[config.mk]
export PLATFORM = sky130hd
export DESIGN_NAME = vote_report_tx
export DESIGN_NICKNAME = d
export VERILOG_FILES = /design/src/rtl/vote_report_tx.sv
export SDC_FILE = /design/constraint.sdc
export NUM_CORES = 1
export LEC_CHECK = 0
export ABC_AREA = 1
export BUFFER_PORTS_ARGS = -buffer_cell sky130_fd_sc_hd__buf_2
export CORE_UTILIZATION = 36
export CTS_BUF_LIST = sky130_fd_sc_hd__clkbuf_16
export DETAILED_ROUTE_END_ITERATION = 10
export PLACE_DENSITY = 0.53
export SETUP_SLACK_MARGIN = 0.1
export SYNTH_ARGS = -nofsm -noshare
export SYNTH_HDL_FRONTEND = slang
export SYNTH_SLANG_ARGS = --single-unit
export TNS_END_PERCENT = 30
[constraint.sdc]
create_clock -name clock -period 6.5 [get_ports clock]
set_clock_uncertainty 0.15 [all_clocks]
set_input_delay 1.3 -clock clock [delete_from_list [all_inputs] [get_ports clock]]
set_output_delay 1.3 -clock clock [all_outputs]
set_load 0.01 [all_outputs]
[src/rtl/vote_report_tx.sv]
// vote_report_tx: snapshots four vote counts and sends them as a framed 8N1 UART packet
module vote_report_tx #(
  parameter int         CLKS_PER_BIT = 868,
  parameter logic [7:0] HEADER       = 8'hA5
) (
  input  logic       clock,
  input  logic       reset,
  input  logic       mode,
  input  logic       report_req,
  input  logic [7:0] cand1_vote,
  input  logic [7:0] cand2_vote,
  input  logic [7:0] cand3_vote,
  input  logic [7:0] cand4_vote,
  output logic       tx,
  output logic       busy,
  output logic       done,
  output logic [1:0] leader,
  output logic       tie
);
  localparam int TW = $clog2(CLKS_PER_BIT);
  localparam logic [1:0] IDLE  = 2'd0;
  localparam logic [1:0] START = 2'd1;
  localparam logic [1:0] DATA  = 2'd2;
  localparam logic [1:0] STOP  = 2'd3;

  logic [1:0]      state_q, state_d;
  logic [TW-1:0]   timer_q, timer_d;
  logic [2:0]      bit_q, bit_d;
  logic [2:0]      byte_q, byte_d;
  logic [3:0][7:0] snap_q, snap_d;
  logic [1:0]      leader_q, leader_d;
  logic            tie_q, tie_d;
  logic            done_q, done_d;
  logic [3:0][7:0] votes;
  logic [1:0]      lead_c;
  logic            tie_c;
  logic [7:0]      best;
  logic [2:0]      n_best;
  logic [9:0]      sum;
  logic [7:0]      cur_byte;
  logic            tick;

  assign votes    = {cand4_vote, cand3_vote, cand2_vote, cand1_vote};
  assign sum      = 10'(snap_q[0]) + 10'(snap_q[1]) + 10'(snap_q[2]) + 10'(snap_q[3]);
  assign cur_byte = byte_q == 3'd0 ? HEADER : byte_q == 3'd5 ? sum[7:0] : snap_q[2'(byte_q - 3'd1)];
  assign tick     = timer_q == TW'(CLKS_PER_BIT - 1);
  assign tx       = state_q == START ? 1'b0 : state_q == DATA ? cur_byte[bit_q] : 1'b1;
  assign busy     = state_q != IDLE;
  assign done     = done_q;
  assign leader   = leader_q;
  assign tie      = tie_q;

  // leader is the first strict maximum, so equal counts resolve to the lowest index
  always_comb begin
    best   = votes[0];
    lead_c = 2'd0;
    n_best = 3'd0;
    for (int i = 1; i < 4; i++)
      if (votes[i] > best) begin
        best   = votes[i];
        lead_c = 2'(i);
      end
    for (int i = 0; i < 4; i++)
      n_best = n_best + 3'(votes[i] == best);
    tie_c = n_best > 3'd1;
  end

  // framing FSM: bit timer paces START, eight DATA bits and STOP for each of six bytes
  always_comb begin
    state_d  = state_q;
    timer_d  = timer_q;
    bit_d    = bit_q;
    byte_d   = byte_q;
    snap_d   = snap_q;
    leader_d = leader_q;
    tie_d    = tie_q;
    done_d   = 1'b0;
    if (state_q == IDLE) begin
      if (report_req && mode) begin
        state_d  = START;
        timer_d  = '0;
        bit_d    = '0;
        byte_d   = '0;
        snap_d   = votes;
        leader_d = lead_c;
        tie_d    = tie_c;
      end
    end else begin
      timer_d = tick ? '0 : timer_q + 1'b1;
      if (tick)
        case (state_q)
          START: begin
            state_d = DATA;
            bit_d   = '0;
          end
          DATA: begin
            state_d = bit_q == 3'd7 ? STOP : DATA;
            bit_d   = bit_q + 3'd1;
          end
          default: begin
            state_d = byte_q == 3'd5 ? IDLE : START;
            byte_d  = byte_q + 3'd1;
            done_d  = byte_q == 3'd5;
          end
        endcase
    end
  end

  // state registers; reset abandons any packet and clears the reported result
  always_ff @(posedge clock) begin
    if (reset) begin
      state_q  <= IDLE;
      timer_q  <= '0;
      bit_q    <= '0;
      byte_q   <= '0;
      snap_q   <= '0;
      leader_q <= '0;
      tie_q    <= 1'b0;
      done_q   <= 1'b0;
    end else begin
      state_q  <= state_d;
      timer_q  <= timer_d;
      bit_q    <= bit_d;
      byte_q   <= byte_d;
      snap_q   <= snap_d;
      leader_q <= leader_d;
      tie_q    <= tie_d;
      done_q   <= done_d;
    end
  end
endmodule

Word level (Yosys, flattened, before mapping):

Cells that the tools add are included.
W data, S select, Z words.

* reduce and logical (&&, ||, !) cells: 12
* bitwise operators: 1
* add/sub/neg operators: 10
* $lt $le $gt $ge: 6
* mux-type cells: 30
* equal/unequal tests: 11

Operators with widths (number)
* $mux W8: 6
* $eq A8 B8 Y1: 4
* $mux W10: 3
* $add A8 B8 Y8: 3
* $gt A8 B8 Y1: 3
* $mux W3: 6
* $bmux W8 S2: 1
* $add A10 B1 Y10 const B: 1
* $eq A10 B10 Y1 const B: 1
* $mux W2: 5
* $add A3 B1 Y3 const B: 2
* $eq A3 B3 Y1 const B: 2
* $mux W1: 6
* $pmux W3 S2: 1
* $reduce_and A3 Y1: 2
* $reduce_or A5 Y1: 1
* $lt A3 B4 Y1 const B: 1
* $ne A2 B1 Y1 const B: 2
* $pmux W2 S2: 1
* $reduce_and A2 Y1: 2
* $reduce_bool A2 Y1: 2
* $add A2 B1 Y3: 1
* $add A3 B1 Y3: 1
* $bmux W1 S3: 1
* other kinds (12): 12

* word-level logic and storage cells: 81
* register bits after elaboration: 54
* bits of input ports: 36

Longest topological paths before layout:

* depth in word-level cells: 11
* depth in mapped cells: 49

Worst setup path after synthesis:

OpenSTA, ideal clock, no wires.

* kind: input port to flip-flop
* start: in cand1_vote[5]
* end: reg tie_q (netlist: tie)
* setup slack: 0.331 ns
* library setup time: 0.070 ns
* arrival time: 5.949 ns
* stages: 43
* cell sequence: inv_1 > ha_1 > a21oi_1 > nor2_1 > nor2_2 > nand2_4 > nand2_4 > buf_8 > nand2_1 > nand2_1 > inv_1 > ha_1 > inv_1 > o21bai_1 > nand2_1 > nand2_1 > nand2_1 > nand2_1 > [... 7 more ...] > nor2_1 > nand3_1 > nand2_1 > buf_2 > nand3_1 > nand2_1 > xor2_1 > nand2_1 > nor3_1 > nand2_1 > fa_1 > inv_1 > nand2_1 > nor2_1 > nand2_1 > nor2_1 > nand2_1 > a21oi_1

* longest elaborated chain between the ends: 11

Ends and longest elaborated chain
* start, declared: line 10 `input logic [7:0] cand1_vote,`
* $gt A8 B8 Y1: line 59 `if (votes[i] > best) begin`
* $mux W8: line 59
* $gt A8 B8 Y1: line 59
* $mux W8: line 59
* $gt A8 B8 Y1: line 59
* $mux W8: line 59
* $eq A8 B8 Y1: line 64 `n_best = n_best + 3'(votes[i] == best);`
* $add A1 B1 Y2: line 64
* $add A2 B1 Y3: line 64
* $add A3 B1 Y3 (*): line 64
* $gt A3 B1 Y1 (*): line 65 `tie_c = n_best > 3'd1;`
* end signal, assigned: line 127 `tie_q <= tie_d;`
* end, declared: line 32 `logic tie_q, tie_d;`

Mark *: on every way between the ends. The rest lies on a longest branch, timed or not.
A chain may end at the register's enable or synchronous reset.

Worst setup path in the final report:

Ends and elaborated chain as after synthesis.

==> results.md <==
* Status: complete, no violations
* Max IR drop VDD at 0.000111 V
* Area share of the largest cell type after synthesis at 23.1%
* Cell variety after synth at 38
* Layout area overhead at 33.5%
* Compound-Gate Fraction of Synth Area at 18.3%
* LEAKAGE at 0.00288 µW
* RSZ-0062 raised after global routing: yes
* Final hold slack at 0.335 ns
* DR DRC count at 0
* Drt wl/cell at 14.8 µm
* Critical path class: in -> reg
* CTS buffer count at 5
* Hold Vio Cnt, Final at 0
* Yosys Warn Count at 0
* Final TNS setup at 0 ns
* Number of flops mapped to enable cells by yosys at 0
* Slew margin rel. at 37.4%
* Worst setup margin at 0.309 ns
* DRT Pass-1 Iters at 5
* Antenna fix cells at 0
* Worst Tran Pin Value at 0.938 ns
* Synth Area in Adders at 17.1%
* CORE AREA at 0.0126 mm²
* Initial Util at 37.0%
* Syn Inst Count at 677
* Chip Height at 116 µm
* Ys flop type: dfxtp_1
* Crit path max fanout at 8
* Crit share post-route at 95.3%
* WP data required at 6.58 ns
* Via count at 4,828
* Clock H-tree levels at 2
* Clock Path Buffers at 2
* # placed instances at 943
* Clk slew on worst S/H paths at 0.07 ns
* Clock Latency Late Sink at 0.29 ns
* Design Area, Final at 0.00624 mm²
* Final min period at 6.19 ns
* Vias in the first global route at 4,572
* Highest Clock Rate at 0.162 GHz
* Final wirelength at 14,200 µm
* Global-route wire length before repair at 22,200 µm
* Crit path launch type: input pin
* DR iter-0 viols at 267
* Total GRT Usage at 21.3%
* Clock Sink Count at 54
* Top cells by area in the synthesized netlist: dfxtp_1 23%, ha_1 11%, nand2_1 10%, a21oi_1 6.7%, fa_1 6.4%
* Non-Filler Instances at 961
* Mean Syn Cell Area at 6.90 µm²
* Mux share of post-synthesis cell area at 0%
* Detailed-placement wirelength estimate at 11,300 µm
* Largest net degree at the start of global routing at 53
* Crit-path slowest cell: fa_1
* CP dominant cell by count: nand2_1
* Placed Area at 0.00557 mm²
* Dpl ws at -0.368 ns
* GRT overflow at 0
* Largest family of logic cells by synthesized area: simple AND/OR/NAND/NOR gates
* Post-synthesis register bit count at 54
* Die Width at 116 µm
* Initial antenna violation count at 0
* DIE AREA at 0.0134 mm²
* Final setup fails at 0
* Pwr dens at 295 mW/mm²
* Post-synth ARST share at 0%
* Ratio of cells with drive above 1 in the final layout at 30.2%
* Number of fill cells in the layout at 1,327
* Vias per Instance at 5.02
* Yosys top cell by area: dfxtp_1
* Crit-path max cell delay at 0.45 ns
* Detail Route Antenna Nets at 0
* Root buffer cell: clkbuf_16
* Max_cap viols at 0
* Final Max Slew Viols at 0
* I/O Buffers at 41
* Xor/xnor share of the synthesized area at 5.06%
* Commonest non-fill, non-tap cell in the layout: nand2_1
* Post-synth net total at 768
* Gpl congestion at 0.887
* HP Class: reg -> reg
* I/O pins at 42
* Setup crit end kind: flop
* Most frequent cells in the layout: 105 x nand2_1, 76 x buf_4, 74 x inv_1
* CTS tree: done
* Synthesized area at 0.00467 mm²
* CP arrival at 6.27 ns
* Post-Synth Simple-Gate Area at 27.1%
* Placement Rows at 41
* Register area share after synthesis at 23.1%
* Nets at 879
## metrics by stage
stage	utilization, %	total power, µW
after floorplan	-	1110
after detailed placement	44.2	1450
after global routing	49.4	2000
final	49.4	1840
after CTS	45.5	1730
after global placement	44.2	1430
## critical path, delay by kind of cell
family	cells	cell delay (ns)
adders and majority gates	4	1.22
and+or+nand+nor	23	2.18
buffers and inverters	8	0.91
AOI/OAI and AO/OA	5	0.65
## metal layers
metal | vias up | GRT usage (%) | part of all wire [%]
li1 | 2470 | - | -
met1 | 2232 | 27.7 | 46
met2 | 99 | 35.3 | 47
met3 | 27 | 2.51 | 3.4
met4 | 0 | 9.57 | 3.8
met5 | - | 0 | 0
## state kept, by name, indices dropped and copies added, names as in the netlist
| name | cells |
|---|---|
| done | 1 |
| bit_q | 3 |
| snap_q | 32 |
| leader | 2 |
| byte_q | 3 |
| state_q | 2 |
| tie | 1 |
| timer_q | 10 |
## cells by family after synthesis
logic type               Yosys count
XOR/XNOR                          27
AO/OA/AOI/OAI                    156
AND/OR/NAND/NOR                  274
adder cells (fa/ha/maj)           55
buffers and inverters            111
flip-flops                        54
## path summary, 6_finish.rpt
path                                              start                       to  slack [ns]  cells after the start
worst min register to register  timer_q[9]$_SDFFE_PP0P_  timer_q[9]$_SDFFE_PP0P_        0.34                      2
worst min-delay path            timer_q[9]$_SDFFE_PP0P_  timer_q[9]$_SDFFE_PP0P_        0.34                      2
worst max-delay path                      cand1_vote[5]         tie$_SDFFE_PP0P_        0.31                     40
worst max register to register  state_q[0]$_SDFFE_PP0P_   leader[1]$_SDFFE_PP0P_        3.65                     10
## cell usage after synthesis (4+ instances only)
library cell / number
nand3_1: 54
fa_1: 15
inv_1: 80
a221oi_1: 4
xor2_1: 19
a211oi_1: 8
nor3_1: 8
a21oi_1: 63
o211ai_1: 4
clkbuf_1: 16
buf_2: 5
nor2_1: 44
nand2_2: 17
xnor2_1: 8
ha_1: 40
inv_2: 5
o21ai_0: 60
nand4_1: 5
nand2_1: 127
dfxtp_1: 54
o21ai_1: 4
a31oi_1: 5
nand3_2: 5
## cell type report
cell class              count  area, µm²  share of cell area, %
flip-flops and latches     54       1080                   17.3
well taps                 172        215                   3.45
inverters                  88        335                   5.38
repair buffers            126        898                   14.4
multi-input cells         513       3560                   57.2
clock buffers               5        125                   2.01
clock inverters             3       16.3                  0.261
## timing repair
action	CTS	global route
resized for setup	6	82
setup buffers	0	8
endpoints found under the setup margin	1	1
pin swaps	1	47
cloned	0	2
hold buffers	0	0
## report_power, final
part           leakage, µW  switching [µW]  total, µW  internal (µW)
Combinational      0.00236             656       1140            485
Sequential        0.000442            49.1        434            385
Clock            0.0000730             122        264            142
Note: power is estimated with default switching activity, not from simulation.
